<file path="src/rtl/instr_fetch_unit.sv">
// Instruction fetch: owns the fetch PC, issues one imem request at a time and buffers responses in a DEPTH-entry prefetch FIFO.
// Latency: a response pushed on imem_rvalid is visible to decode the next cycle; 1-cycle memory gives one instruction every 2 cycles.
// Backpressure: instr_ready low holds the head; no request is issued once the FIFO has no free entry. PCSrc flushes and redirects.
// Optional build macro FETCH_PERF_EN adds perf_fetched / perf_flushed counters.
module instr_fetch_unit #(
   parameter int unsigned DEPTH    = 4,
   parameter logic [31:0] RESET_PC = 32'h0000_0000
) (
   input  logic        clk,
   input  logic        reset,
   output logic        imem_req,
   output logic [31:0] imem_addr,
   input  logic        imem_rvalid,
   input  logic [31:0] imem_rdata,
   output logic        instr_valid,
   input  logic        instr_ready,
   output logic [31:0] Instr,
   output logic [31:0] PCF,
   output logic [31:0] PCPlus8,
`ifdef FETCH_PERF_EN
   output logic [31:0] perf_fetched,
   output logic [31:0] perf_flushed,
`endif
   input  logic        PCSrc,
   input  logic [31:0] branch_target
);

   localparam int AW = (DEPTH > 1) ? $clog2(DEPTH) : 1;
   localparam int CW = AW + 1;
   localparam logic [CW-1:0] FULL = CW'(DEPTH);

   logic [31:0]   fifo_instr [DEPTH];
   logic [31:0]   fifo_pc    [DEPTH];
   logic [AW-1:0] rd_ptr;
   logic [AW-1:0] wr_ptr;
   logic [CW-1:0] count;

   logic [31:0]   pc_fetch;
   logic [31:0]   req_pc;        // address of the request currently in flight
   logic          outstanding;
   logic          drop;          // in-flight response belongs to a flushed path

   logic          issue;
   logic          resp;
   logic          push;
   logic          pop;

   // Space is checked before issue so a response can always be pushed.
   assign issue = !reset && !outstanding && !PCSrc && (count < FULL);
   assign resp  = imem_rvalid && outstanding;
   assign push  = resp && !drop && !PCSrc;
   assign pop   = instr_valid && instr_ready && !PCSrc;

   assign imem_req    = issue;
   assign imem_addr   = pc_fetch;
   assign instr_valid = (count != '0);
   assign Instr       = instr_valid ? fifo_instr[rd_ptr] : 32'h0;
   assign PCF         = instr_valid ? fifo_pc[rd_ptr] : 32'h0;
   assign PCPlus8     = instr_valid ? (fifo_pc[rd_ptr] + 32'd8) : 32'h0;

   // Fetch PC and request bookkeeping; a flush reloads the PC and marks an in-flight word stale.
   always_ff @(posedge clk or posedge reset) begin
      if (reset) begin
         pc_fetch    <= RESET_PC;
         req_pc      <= RESET_PC;
         outstanding <= 1'b0;
         drop        <= 1'b0;
      end else if (PCSrc) begin
         pc_fetch    <= branch_target & 32'hFFFF_FFFC;
         outstanding <= outstanding && !imem_rvalid;
         drop        <= outstanding && !imem_rvalid;
      end else begin
         if (resp) begin
            outstanding <= 1'b0;
            drop        <= 1'b0;
         end
         if (issue) begin
            outstanding <= 1'b1;
            req_pc      <= pc_fetch;
            pc_fetch    <= pc_fetch + 32'd4;
         end
      end
   end

   // FIFO pointers and occupancy; flush empties the queue.
   always_ff @(posedge clk or posedge reset) begin
      if (reset) begin
         rd_ptr <= '0;
         wr_ptr <= '0;
         count  <= '0;
      end else if (PCSrc) begin
         rd_ptr <= '0;
         wr_ptr <= '0;
         count  <= '0;
      end else begin
         if (push) wr_ptr <= wr_ptr + AW'(1);
         if (pop)  rd_ptr <= rd_ptr + AW'(1);
         count <= count + CW'(push) - CW'(pop);
      end
   end

   // FIFO storage; contents are only observed while count is non-zero.
   always_ff @(posedge clk) begin
      if (push) begin
         fifo_instr[wr_ptr] <= imem_rdata;
         fifo_pc[wr_ptr]    <= req_pc;
      end
   end

`ifdef FETCH_PERF_EN
   // Pops delivered to decode, and instructions thrown away by flushes (queued plus one not-yet-stale in flight).
   always_ff @(posedge clk or posedge reset) begin
      if (reset) begin
         perf_fetched <= 32'h0;
         perf_flushed <= 32'h0;
      end else begin
         if (pop) perf_fetched <= perf_fetched + 32'd1;
         if (PCSrc) perf_flushed <= perf_flushed + 32'(count) + 32'(outstanding && !drop);
      end
   end
`endif

endmodule
</file>
<file path="config.mk">
export PLATFORM = sky130hd
export DESIGN_NAME = instr_fetch_unit
export DESIGN_NICKNAME = d
export VERILOG_FILES = /design/src/rtl/instr_fetch_unit.sv
export SDC_FILE = /design/constraint.sdc
export NUM_CORES = 1
export LEC_CHECK = 0
export BUFFER_PORTS_ARGS = -buffer_cell sky130_fd_sc_hd__buf_2
export CAP_MARGIN = 0
export CORE_UTILIZATION = 45
export DETAILED_ROUTE_END_ITERATION = 16
export PLACE_DENSITY = 0.61
export SYNTH_ARGS = -nofsm -noshare
export SYNTH_HDL_FRONTEND = slang
export SYNTH_SLANG_ARGS = --single-unit
</file>
<file path="constraint.sdc">
create_clock -name clk -period 4.2 [get_ports clk]
set_clock_uncertainty 0.2 [all_clocks]
set_input_delay 1.05 -clock clk [delete_from_list [all_inputs] [get_ports clk]]
set_output_delay 1.05 -clock clk [all_outputs]
set_load 0.05 [all_outputs]
</file>
Word level (Yosys, flattened, before mapping) --
Memories as Yosys holds them, arrays and structs flattened. Cells that the tools add are included. Widths: inputs -> output; s select.
Cells by class: $add $sub $neg 6, $lt $le $gt $ge 1, mux-type cells 16, bitwise logic cells 1, reductions and logical operators 21
Operators with widths (number):
- $mux 32 | 5
- $add 32x3->32 const B | 1
- $add 32x4->32 const B | 1
- $logic_and 1x1->1 | 9
- $mux 2 | 4
- $reduce_bool 2->1 | 4
- $mux 1 | 6
- $reduce_bool 3->1 | 2
- $logic_not 1->1 | 5
- $add 2x1->2 const B | 2
- $add 3x1->3 | 1
- $lt 3x3->1 const B | 1
- $mux 3 | 1
- $sub 3x1->3 | 1
- $reduce_and 2->1 | 1
- $not 1->1 | 1
Word-level totals: register bits after elaboration 73, memory bits (writable) 256, bits of input ports 69, output and inout bits 130, logic and storage cells 54, memories 2
Memory list:
- fifo_instr | words 4, width 32, rd ports 1, clocked after Yosys merged registers in 0, write ports 1, line 32 | logic [31:0] fifo_instr [DEPTH];
- fifo_pc | words 4, width 32, rd ports 1, clocked after Yosys merged registers in 0, write ports 1, line 33 | logic [31:0] fifo_pc [DEPTH];

Depth between registers and ports, before layout --
depth in word-level cells 6, mapped depth 12, gate-level depth less buffers 11

Worst setup path after synthesis --
OpenSTA, ideal clock, no wires.
kind register to output, start register rd_ptr[0], end output PCPlus8[29], arrival time 2.893 ns, required time 2.950 ns, setup slack 0.057 ns, cell stages (with the launch flop) 10, path buffers 3, cells stage by stage dfrtp_1 buf_6 buf_12 mux4_2 ha_1 and4_1 buf_2 nand3_1 or4_1 a21oi_1
On the way: longest elaborated chain between the ends 3
RTL lines:
- from (decl) | line 34 | logic [AW-1:0] rd_ptr;
- from (signal assigned) | line 97 | if (pop) rd_ptr <= rd_ptr + AW'(1);
- $mem_v2 4x32
- $add 32x4->32 | line 59 | assign PCPlus8 = instr_valid ? (fifo_pc[rd_ptr] + 32'd8) : 32'h0;
- $mux 32 | line 59
- to (decl) | line 19 | output logic [31:0] PCPlus8,
No other way between the ends.

Worst setup path after layout --
start register rd_ptr[0], end output PCPlus8[28]
The elaborated chain is that of the path after synthesis.

==> flow_summary.toml <==
[power_and_ir_drop]
p_per_area_mw_per_mm2 = 685
max-vdd-ir-drop_mv = 0.415
switching_share_pct = 39.4
clkPwrFrac_pct = 24.9
cellLeakagePower_nw = 6.12
power.share.sequential_pct = 36.6
intPower_mw = 6.86
power.share.combinational_pct = 38.4
switchingPower_mw = 4.46

[timing]
hold_viol_final = 0
rsz0062_at_grt = "yes"
finalSetupTns_ps = -68.8
period_share_pct = 101
fmax_mhz = 235
hold-worst-slack_ps = 316
slew_headroom_pct = 50.5
setup_slack_ps = -49.7
drv_slew = 0
worst_pin_slew_ps = 739
setup_violations = 2
period_minus_slack_ps = 4250

[route]
routed_wl_um = 28800
ant_nets = 0
drt_iter0_markers = 499
wire_per_inst_um = 19.4
avgViaCountPerCell = 5.28
first_pass_iters = 5
vias = 7841
drcViolationCount = 0

[clock_network]
root_buffer = "clkbuf_16"
clkTransAtPathRegs_ps = 60
clk_latency_ps = 510
cts_hold_buf = 0
clock_sinks = 317
cts_buffers = 34
cts.path.max_buffers = 3
cts_tree = "done"
h-tree-depth = 2

[run_status]
violations = "setup timing"
run_status = "finished with violations"

[setup_path]
r2r_slack_ps = 1310
crit_fanout = 7
setup.worst_path.start_class = "register"
crit_arrival_ps = 3000
worstSetupEndpointType = "output pin"
worst-setup-path-type = "register to output pin"
required_ps = 2950

[synth]
synth_edf_count = 248
synth-main-ff-cell = "edfxtp_1"
synth_top_area_share_pct = 55.1
synthArstFlopShare_pct = 21.8
synth_warnings = 0
yosys.area.top_type = "edfxtp_1"
ys_seq_area_share_pct = 67.9
synthTopCellsByArea = "edfxtp_1 55%, dfrtp_1 13%, mux4_2 7.3%"
synth.distinct_cells = 43
synth_cells = 830
yosys_register_bits = 317
netlist_area_mm2 = 0.0135
avgSynthCellArea_um2 = 16.3

[global_route]
grt_usage_pct = 19.0
antenna_found_initial = 0
overflow = 0
grt_pass1_vias = 8071
grt_max_degree = 61
grt_pass1_wl_um = 44900

[floorplanning]
ios = 199
core_area_mm2 = 0.0296
rows = 63
die-area_mm2 = 0.0307
die_h_um = 175
die_w_um = 175
start_util_pct = 45.7

[run]
cap_violations = 0

[layout]
layout-drive-gt1-share_pct = 39.5
area_growth_pct = 22.2
antenna_cells = 0
fin_nets = 1148

[min_path]
hp-class = "register to register"

[place]
dpl.hpwl_um = 18900
portBuffers = 190
gp_congestion = 0.833
==> layout by cell type (no fill, tap or decap), types with 4 or more instances in the layout <==
| cell | instances |
|---|---|
| nor2_1 | 30 |
| and2_1 | 64 |
| nand2_1 | 49 |
| buf_6 | 7 |
| ha_1 | 7 |
| clkbuf_16 | 34 |
| buf_4 | 52 |
| inv_1 | 11 |
| nand4_1 | 11 |
| mux2_2 | 33 |
| clkbuf_1 | 8 |
| buf_12 | 8 |
| buf_2 | 177 |
| or4_1 | 5 |
| mux4_1 | 4 |
| and2_4 | 4 |
| and3_1 | 5 |
| or3_1 | 6 |
| nor3_2 | 4 |
| dfrtp_1 | 67 |
| nand3_1 | 18 |
| xor2_1 | 17 |
| mux4_2 | 58 |
| o21ai_0 | 38 |
| and4_1 | 4 |
| conb_1 | 6 |
| xnor2_1 | 27 |
| a21oi_2 | 4 |
| a21oi_1 | 6 |
| edfxtp_1 | 248 |
| nor3_1 | 11 |
| clkinv_2 | 8 |
| nor4_1 | 7 |
==> power by group through the flow <==
stage          Clock, mW  Sequential, mW  Combinational, mW
4_1_cts             2.88            4.14               4.29
3_5_place_dp           0            4.23               4.09
2_1_floorplan          0            4.14               3.08
3_3_place_gp           0            4.21               4.07
5_1_grt             3.01            4.19               4.60
6_report            2.82            4.14               4.35
==> synth_stat cells, types with 3 or more instances <==
library cell,n
nand3_1,20
o21ai_0,39
nor2_1,31
xnor2_1,27
nor4_1,8
or4_1,6
or3_1,7
nand2_1,51
mux2_2,36
mux4_2,44
a21oi_1,11
mux2i_1,3
edfxtp_1,248
mux4_1,18
nor3_1,15
and4_1,7
buf_2,12
nand4_1,11
xor2_1,17
dfrtp_1,69
ha_1,8
buf_4,7
clkbuf_1,24
and2_1,68
inv_1,13
and3_1,9
==> registers in the layout (all words and copies together), names as in the netlist, 2 cells and up <==
signal	flops
fifo_instr	128
fifo_pc	120
imem_addr	30
req_pc	30
count	3
rd_ptr	2
wr_ptr	2
==> what timing repair did <==
| action | CTS | global route |
|---|---|---|
| gates resized for setup | 50 | 27 |
| setup buffers | 12 | 12 |
| gates cloned | 0 | 1 |
| pin swaps | 6 | 5 |
| setup endpoints to repair | 21 | 15 |
==> final cells by class <==
class | count | area, um^2
inverter | 13 | 48.8
fill | 2368 | 13100
clock inverter | 15 | 141
multi-input combinational | 458 | 4190
clock buffer | 45 | 922
tap | 390 | 488
sequential | 317 | 9180
timing repair buffer | 246 | 1540
==> final timing paths <==
| kind | start | end | cells past startpoint |
|---|---|---|---|
| setup / recovery | rd_ptr[0]$_DFFE_PP0P_ | PCPlus8[28] | 7 |
| hold / removal | req_pc[20]$_DFFE_PP0P_ | fifo_pc[1][20]$_DFFE_PP_ | 0 |
| setup reg to reg | count[2]$_DFF_PP0_ | count[2]$_DFF_PP0_ | 12 |
| hold reg to reg | req_pc[20]$_DFFE_PP0P_ | fifo_pc[1][20]$_DFFE_PP_ | 0 |
| max in group asynchronous | reset | imem_addr[10]$_DFFE_PP0P_ | 3 |
| min in group asynchronous | reset | imem_addr[14]$_DFFE_PP0P_ | 2 |
==> logic make-up (layout without fill, tap and decap cells) <==
logic type / count (synthesis) / count (layout) / synth area share, %
compound gates: 53 / 53 / 2.01
fa+ha+maj: 9 / 9 / 0.889
other cells: 1 / 6 / 0.0278
mux: 101 / 101 / 14.1
xor+xnor: 44 / 44 / 2.85
flops: 317 / 317 / 67.9
buf+inv: 61 / 319 / 2.23
simple gates: 244 / 245 / 10.0
==> worst max-delay path: stages, from the launching register on <==
cell and delay, ps:
dfrtp_4 570, buf_8 180, mux4_2 400, nand4_4 150, or3_4 420, or4_4 440
a21oi_4 160, buf_6 180
==> layer usage <==
layer	GRT usage (%)	share of wire [%]	wire length, um
met5	0	0	0
met4	6.05	2.5	729
met3	3.01	5.1	1460
met2	29.6	46	13300
met1	27.5	46	13300
==> metrics by stage <==
stage | std cells | cell area (um^2) | util [%] | power, mW | worst slack, ps
after global placement | 1399 | 15100 | 51.0 | 8.27 | 151
after detailed placement | 1399 | 15100 | 51.0 | 8.32 | 130
after floorplan | 835 | 13500 | - | 7.23 | 57.1
after global routing | 1484 | 16500 | 55.9 | 11.8 | -108
final | 1484 | 16500 | 55.9 | 11.3 | -49.7
after CTS | 1471 | 16300 | 55.2 | 11.3 | -55.1
Note: power is estimated with default switching activity, not from simulation.
